**src/rtl/gba_ds_pkg.sv**
```systemverilog
// Shared types and helpers for the multi-channel direct-sound engine.
// Channel FIFOs, the per-channel request FSM and the top-level timer muxing all use these.
package gba_ds_pkg;

  localparam int DS_SEL_MAX_W   = 8;
  localparam int VOL_HALF_SHIFT = 1;

  function automatic int ds_level_w(input int cap);
    return $clog2(cap) + 1;
  endfunction

  function automatic int ds_sel_w(input int num_timers);
    return (num_timers > 1) ? $clog2(num_timers) : 1;
  endfunction

  typedef struct packed {
    logic                    enable;
    logic                    vol_full;
    logic [DS_SEL_MAX_W-1:0] timer_sel;
  } ds_ch_cfg_t;

  typedef enum logic {
    REQ_IDLE        = 1'b0,
    REQ_WAIT_REFILL = 1'b1
  } req_state_t;

endpackage

```
**src/rtl/gba_ds_channel.sv**
```systemverilog
// One direct-sound PCM channel: byte FIFO fed by 32-bit words, timer-paced pop,
// DMA refill request handshake and volume-scaled registered sample output.
module gba_ds_channel
  import gba_ds_pkg::*;
#(
  parameter int FIFO_WORDS = 8,
  parameter int OUT_W      = 24,
  localparam int CAP       = 4 * FIFO_WORDS,
  localparam int PW        = $clog2(CAP),
  localparam int LW        = ds_level_w(CAP)
) (
  input  logic                    clk_100,
  input  logic                    reset_n,
  input  logic                    i_wr_en,
  input  logic [31:0]             i_wr_data,
  input  logic                    i_clr,
  input  logic                    i_tick,
  input  logic                    i_enable,
  input  logic                    i_vol_full,
  output logic                    o_req,
  output logic [LW-1:0]           o_level,
  output logic                    o_ovf,
  output logic signed [OUT_W-1:0] o_sample
);

  logic [7:0]              r_mem [CAP];
  logic [PW-1:0]           r_wr_ptr;
  logic [PW-1:0]           r_rd_ptr;
  logic [LW-1:0]           r_cnt;
  logic [LW-1:0]           w_cnt_nxt;
  logic [7:0]              r_byte;
  logic [7:0]              w_byte_nxt;
  logic signed [OUT_W-1:0] r_sample;
  logic                    r_ovf;
  logic                    r_req;
  logic                    w_accept;
  logic                    w_pop;
  logic                    w_trigger;
  req_state_t              r_state;
  req_state_t              w_state_nxt;

  function automatic logic signed [OUT_W-1:0] vol_scale(input logic [7:0] b, input logic full);
    logic signed [OUT_W-1:0] v;
    v = {b, {(OUT_W-8){1'b0}}};
    return full ? v : (v >>> VOL_HALF_SHIFT);
  endfunction

  // Acceptance looks at the pre-pop count, so a word is whole or dropped whole.
  assign w_accept   = i_wr_en && !i_clr && (r_cnt <= LW'(CAP - 4));
  assign w_pop      = i_tick && i_enable && !i_clr && (r_cnt != '0);
  assign w_cnt_nxt  = r_cnt + (w_accept ? LW'(4) : '0) - (w_pop ? LW'(1) : '0);
  assign w_byte_nxt = w_pop ? r_mem[r_rd_ptr] : r_byte;

  always_comb begin
    w_state_nxt = r_state;
    w_trigger   = 1'b0;
    case (r_state)
      REQ_IDLE: begin
        if (w_pop && (w_cnt_nxt <= LW'(CAP / 2))) begin
          w_trigger   = 1'b1;
          w_state_nxt = REQ_WAIT_REFILL;
        end
      end
      REQ_WAIT_REFILL: begin
        if (w_accept) w_state_nxt = REQ_IDLE;
      end
      default: w_state_nxt = REQ_IDLE;
    endcase
    if (i_clr) w_state_nxt = REQ_IDLE;
  end

  always_ff @(posedge clk_100 or negedge reset_n) begin
    if (!reset_n) r_state <= REQ_IDLE;
    else          r_state <= w_state_nxt;
  end

  always_ff @(posedge clk_100) begin
    if (w_accept) begin
      for (int k = 0; k < 4; k++) r_mem[r_wr_ptr + PW'(k)] <= i_wr_data[8*k +: 8];
    end
  end

  always_ff @(posedge clk_100 or negedge reset_n) begin
    if (!reset_n) begin
      r_wr_ptr <= '0;
      r_rd_ptr <= '0;
      r_cnt    <= '0;
      r_byte   <= '0;
      r_sample <= '0;
      r_ovf    <= 1'b0;
      r_req    <= 1'b0;
    end else if (i_clr) begin
      r_wr_ptr <= '0;
      r_rd_ptr <= '0;
      r_cnt    <= '0;
      r_byte   <= '0;
      r_sample <= '0;
      r_ovf    <= 1'b0;
      r_req    <= 1'b0;
    end else begin
      if (w_accept) r_wr_ptr <= r_wr_ptr + PW'(4);
      if (w_pop)    r_rd_ptr <= r_rd_ptr + PW'(1);
      if (i_wr_en && !w_accept) r_ovf <= 1'b1;
      r_cnt    <= w_cnt_nxt;
      r_byte   <= w_byte_nxt;
      r_sample <= i_enable ? vol_scale(w_byte_nxt, i_vol_full) : '0;
      r_req    <= w_trigger;
    end
  end

  assign o_req    = r_req;
  assign o_level  = r_cnt;
  assign o_ovf    = r_ovf;
  assign o_sample = r_sample;

endmodule

```
**src/rtl/gba_direct_sound_multi.sv**
```systemverilog
// Multi-channel direct-sound engine: routes the selected timer overflow to each
// channel and packs the per-channel status and samples onto flat ports.
module gba_direct_sound_multi
  import gba_ds_pkg::*;
#(
  parameter int NUM_CH     = 2,
  parameter int FIFO_WORDS = 8,
  parameter int NUM_TIMERS = 2,
  parameter int OUT_W      = 24,
  localparam int CAP       = 4 * FIFO_WORDS,
  localparam int LW        = ds_level_w(CAP),
  localparam int SW        = ds_sel_w(NUM_TIMERS)
) (
  input  logic                    clk_100,
  input  logic                    reset_n,
  input  logic [NUM_CH-1:0]       fifo_wr_en,
  input  logic [31:0]             fifo_wr_data,
  input  logic [NUM_CH-1:0]       fifo_clr,
  input  logic [NUM_CH-1:0]       ch_enable,
  input  logic [NUM_CH-1:0]       ch_vol_full,
  input  logic [NUM_CH*SW-1:0]    ch_timer_sel,
  input  logic [NUM_TIMERS-1:0]   timer_ovf,
  output logic [NUM_CH-1:0]       sound_req,
  output logic [NUM_CH*LW-1:0]    fifo_level,
  output logic [NUM_CH-1:0]       fifo_ovf,
  output logic [NUM_CH*OUT_W-1:0] sample_out
);

  ds_ch_cfg_t        w_cfg [NUM_CH];
  logic [NUM_CH-1:0] w_tick;

  // A select value with no matching timer leaves the tick low, so that channel never pops.
  always_comb begin
    for (int c = 0; c < NUM_CH; c++) begin
      w_cfg[c] = '{enable:    ch_enable[c],
                   vol_full:  ch_vol_full[c],
                   timer_sel: DS_SEL_MAX_W'(ch_timer_sel[c*SW +: SW])};
      w_tick[c] = 1'b0;
      for (int t = 0; t < NUM_TIMERS; t++) begin
        if (w_cfg[c].timer_sel == DS_SEL_MAX_W'(t)) w_tick[c] = timer_ovf[t];
      end
    end
  end

  for (genvar g = 0; g < NUM_CH; g++) begin : g_ch
    gba_ds_channel #(
      .FIFO_WORDS (FIFO_WORDS),
      .OUT_W      (OUT_W)
    ) u_ch (
      .clk_100    (clk_100),
      .reset_n    (reset_n),
      .i_wr_en    (fifo_wr_en[g]),
      .i_wr_data  (fifo_wr_data),
      .i_clr      (fifo_clr[g]),
      .i_tick     (w_tick[g]),
      .i_enable   (w_cfg[g].enable),
      .i_vol_full (w_cfg[g].vol_full),
      .o_req      (sound_req[g]),
      .o_level    (fifo_level[g*LW +: LW]),
      .o_ovf      (fifo_ovf[g]),
      .o_sample   (sample_out[g*OUT_W +: OUT_W])
    );
  end

endmodule

```
**config.mk**
```make
export PLATFORM = sky130hd
export DESIGN_NAME = gba_direct_sound_multi
export DESIGN_NICKNAME = d
export VERILOG_FILES = /design/src/rtl/gba_ds_pkg.sv /design/src/rtl/gba_ds_channel.sv /design/src/rtl/gba_direct_sound_multi.sv
export SDC_FILE = /design/constraint.sdc
export NUM_CORES = 1
export LEC_CHECK = 0
export ABC_AREA = 1
export BUFFER_PORTS_ARGS = -buffer_cell sky130_fd_sc_hd__buf_2
export CORE_ASPECT_RATIO = 2
export CORE_MARGIN = 1.5
export CORE_UTILIZATION = 62
export DETAILED_ROUTE_END_ITERATION = 6
export PLACE_DENSITY = 0.89
export SYNTH_ARGS = -nofsm -noshare
export SYNTH_HDL_FRONTEND = slang
export SYNTH_SLANG_ARGS = --single-unit
```
**constraint.sdc**
```tcl
create_clock -name clk_100 -period 2.8 [get_ports clk_100]
set_input_delay 0.14 -clock clk_100 [delete_from_list [all_inputs] [get_ports clk_100]]
set_output_delay 0.14 -clock clk_100 [all_outputs]
set_load 0.01 [all_outputs]
```
==> impl_metrics.toml <==
[routing]
wl_per_cell_um = 23.7
wl_met3_um = 10300
vias_per_cell = 6.21
routed-via-count = 22200
drt_iter0_markers = 2699
highest_layer = "met4"
wl_met1_um = 24200
dr_wl_met2_um = 40500
drt-pass1-iter-count = 7
drc = 0
ant_nets = 0
routed_wirelength_um = 84800

[worst_setup_path]
r2r_cells = 9
cp_common_cell = "inv_1"
cp.required_ns = 3.04
path_cells = "inv_1 > ha_1 > nand3_1 > nor2_1 > a21oi_2 > nand3_4 > clkinv_8 > nand4_4 > inv_1"
critPathMaxFanout = 27
worst_r2r_endpoint = "g_ch[1].u_ch.r_mem[4][4]"
r2r_slack_ns = 0.15
worst-setup-path-type = "reg -> reg"
crit_path_start = "g_ch[1].u_ch.o_level[5]"
max_stage_delay_ns = 0.50
critPathLaunchType = "register"
critPathBufInv = 3
r2r_start = "g_ch[1].u_ch.o_level[5]"
crit_family = "simple AND/OR/NAND/NOR gates"
endpoint_kind = "register"
critPathSlowestCell = "inv_1"
worst_ep_arrival_time_ns = 2.90

[pwr]
power_frac_clock_pct = 33.0
switching_share_pct = 30.3
p_switching_w = 0.00647
pwr-share-comb_pct = 20.2
cellPowerDensity_nw_per_um2 = 701
power_frac_seq_pct = 46.9
peakVddDrop_mv = 0.502
p_int_w = 0.0149
p_leak_nw = 12.8

[cts]
cts_tree = "yes"
path_clk_slew_ns = 0.07
clockBufferDepth = 3
clock_sinks = 580
cts_made_buffers = 47
clk_latency_ns = 0.59
ctsRootBufferMaster = "clkbuf_16"
htreeDepth = 2

[global_routing]
grt_pass1_wl_um = 125000
grt_max_degree = 134
grt_pass1_vias = 22000
gr-usage-all-layers_pct = 36.3
grt_overflow = 0
grt_antenna_before_repair = 0

[timing]
tns_ns = 0
rsz0062_at_grt = "no"
fmax_ghz = 0.377
worst_slew_pin_slew_ns = 1.19
period_share_pct = 94.8
hold_violations = 0
relSlewSlack_pct = 20.8
min_period_ns = 2.65
layout_setup_ws_ns = 0.146
finalMaxSlewViolations = 0
setup_viol = 0
skew_ns = 0.0127

[outcome]
status = "finished, final reports clean"

[final_layout]
fin_nets = 3047
syn_to_final_growth_pct = 8.26
final_core_util_pct = 67.9
ff_latch_area_um2 = 17100
multi_input_area_um2 = 8920
drive_gt1_share_pct = 10.3
design_area_um2 = 30500
layout_common_cells = "nand2_1, edfxtp_1, o21ai_1, nand3_1, nor2_1"
diodes = 0
final_common_cell = "nand2_1"
fill_cells = 3136

[yosys]
ys_seq_elements = 580
yosys_warnings = 0
synth_cells = 2963
ys_types = 38
ys_seq_area_share_pct = 60.6
syn_area_um2 = 28200
avgSynthCellArea_um2 = 9.50

[placed_design]
placed_area_um2 = 28700
pre_cts_ws_ns = 0.167
dp_hpwl_um = 52800
io_buffers = 79
place_congestion = 0.997

[min_path]
min_to = "g_ch[1].u_ch.r_mem[12][6]"
min_from = "fifo_wr_data[6]"
hold_depth = 1
hold_class = "in -> reg"

[floorplan]
die-height_um = 304
fp-row-count = 110
fp.dieArea_um2 = 46800
ioPinCount = 110
start_util_pct = 62.8
coreArea_um2 = 44900
die_w_um = 154

[run]
drv_cap = 0
## how the worst max path moves through the flow
stage	endpoint	slack, ns	cells after the start
finish	g_ch[1].u_ch.r_mem[4][4]	0.15	9
global placement	g_ch[0].u_ch.r_state	0.25	14
CTS	g_ch[1].u_ch.r_state	0.1	12
detailed placement	g_ch[1].u_ch.r_state	0.17	13
global route	g_ch[1].u_ch.r_state	0.002	15
floorplan	g_ch[0].u_ch.r_state	0.24	15
## cells in the mapped netlist
cell type  count  area [um^2]
nand2_1      944         3540
edfxtp_1     512        15400
o21ai_1      387         1940
nand3_1      226         1130
nor2_1       191          717
inv_1        178          668
buf_2         74          370
clkbuf_1      70          263
dfrtp_1       68         1700
buf_4         62          465
a21oi_1       52          260
o21ai_0       49          245
buf_6         30          338
ha_1          20          250
inv_2         20         75.1
nand4_4       16          340
nand2_2        9         56.3
buf_1          8         30.0
xor2_1         6         52.6
clkinv_1       5         18.8
o22ai_1        5         31.3
o211ai_1       4         30.0
nand4_1        3         18.8
xnor2_1        3         26.3
a211oi_2       2         25.0
a21oi_2        2         17.5
clkinv_8       2         32.5
fa_1           2         40.0
inv_4          2         12.5
nand3_4        2         35.0
nor3_1         2         10.0
a31oi_1        1         6.26
clkbuf_2       1         5.00
clkinv_2       1         5.00
conb_1         1         3.75
nor2_2         1         6.26
nor2_4         1         11.3
nor4_1         1         6.26
## metrics by stage
stage	cells	power [W]	hold slack, ns
CTS	3578	0.0212	0.0156
finish	3578	0.0214	0.0609
global placement	3477	0.0141	0.248
detailed placement	3477	0.0143	0.260
global route	3578	0.0220	0.0401
floorplan	2992	0.0131	-0.156
## metal layers
layer	GRT usage [%]	vias up
met5	0	-
met1	37.5	10200
li1	-	9904
met3	8.15	564
met4	35.4	0
met2	59.9	1554
## state kept, by name, summed over array words and instances (netlist names)
signal,cells
g_ch.u_ch.r_rd_ptr,10
g_ch.u_ch.r_wr_ptr,6
g_ch.u_ch.o_req,2
g_ch.u_ch.o_level,12
g_ch.u_ch.o_ovf,2
g_ch.u_ch.o_sample,18
g_ch.u_ch.r_byte,16
g_ch.u_ch.r_mem,512
g_ch.u_ch.r_state,2
## layout make-up
| cell class | instances | area share (%) |
|---|---|---|
| Sequential cell | 580 | 56.0 |
| Multi-Input combinational cell | 1959 | 29.3 |
| Timing Repair Buffer | 183 | 4.42 |
| Clock buffer | 54 | 4.01 |
| Inverter | 208 | 2.66 |
| Tap cell | 560 | 2.30 |
| Clock inverter | 34 | 1.30 |
## cell families after synthesis
| group | share of synthesized area (%) |
|---|---|
| simple gates | 20.9 |
| flops | 60.6 |
| compound gates | 9.06 |
| buf+inv | 8.11 |
| fa+ha+maj | 1.03 |
| xor+xnor | 0.280 |
| other cells | 0.0133 |
## power groups by stage
stage                     clock network (W)  registers (W)  logic [W]
after floorplan                           0         0.0102    0.00291
after global placement                    0         0.0102    0.00390
after detailed placement                  0         0.0102    0.00406
after CTS                           0.00702         0.0100    0.00413
after global routing                0.00731         0.0100    0.00466
final                               0.00704         0.0100    0.00431
## repair_timing
action	CTS	global route
endpoints found under the setup margin	0	4
endpoints found under the hold margin	81	0
hold buffers	13	0
resized for setup	0	3
setup buffers	0	0
Power figures use the tool's default switching activity.
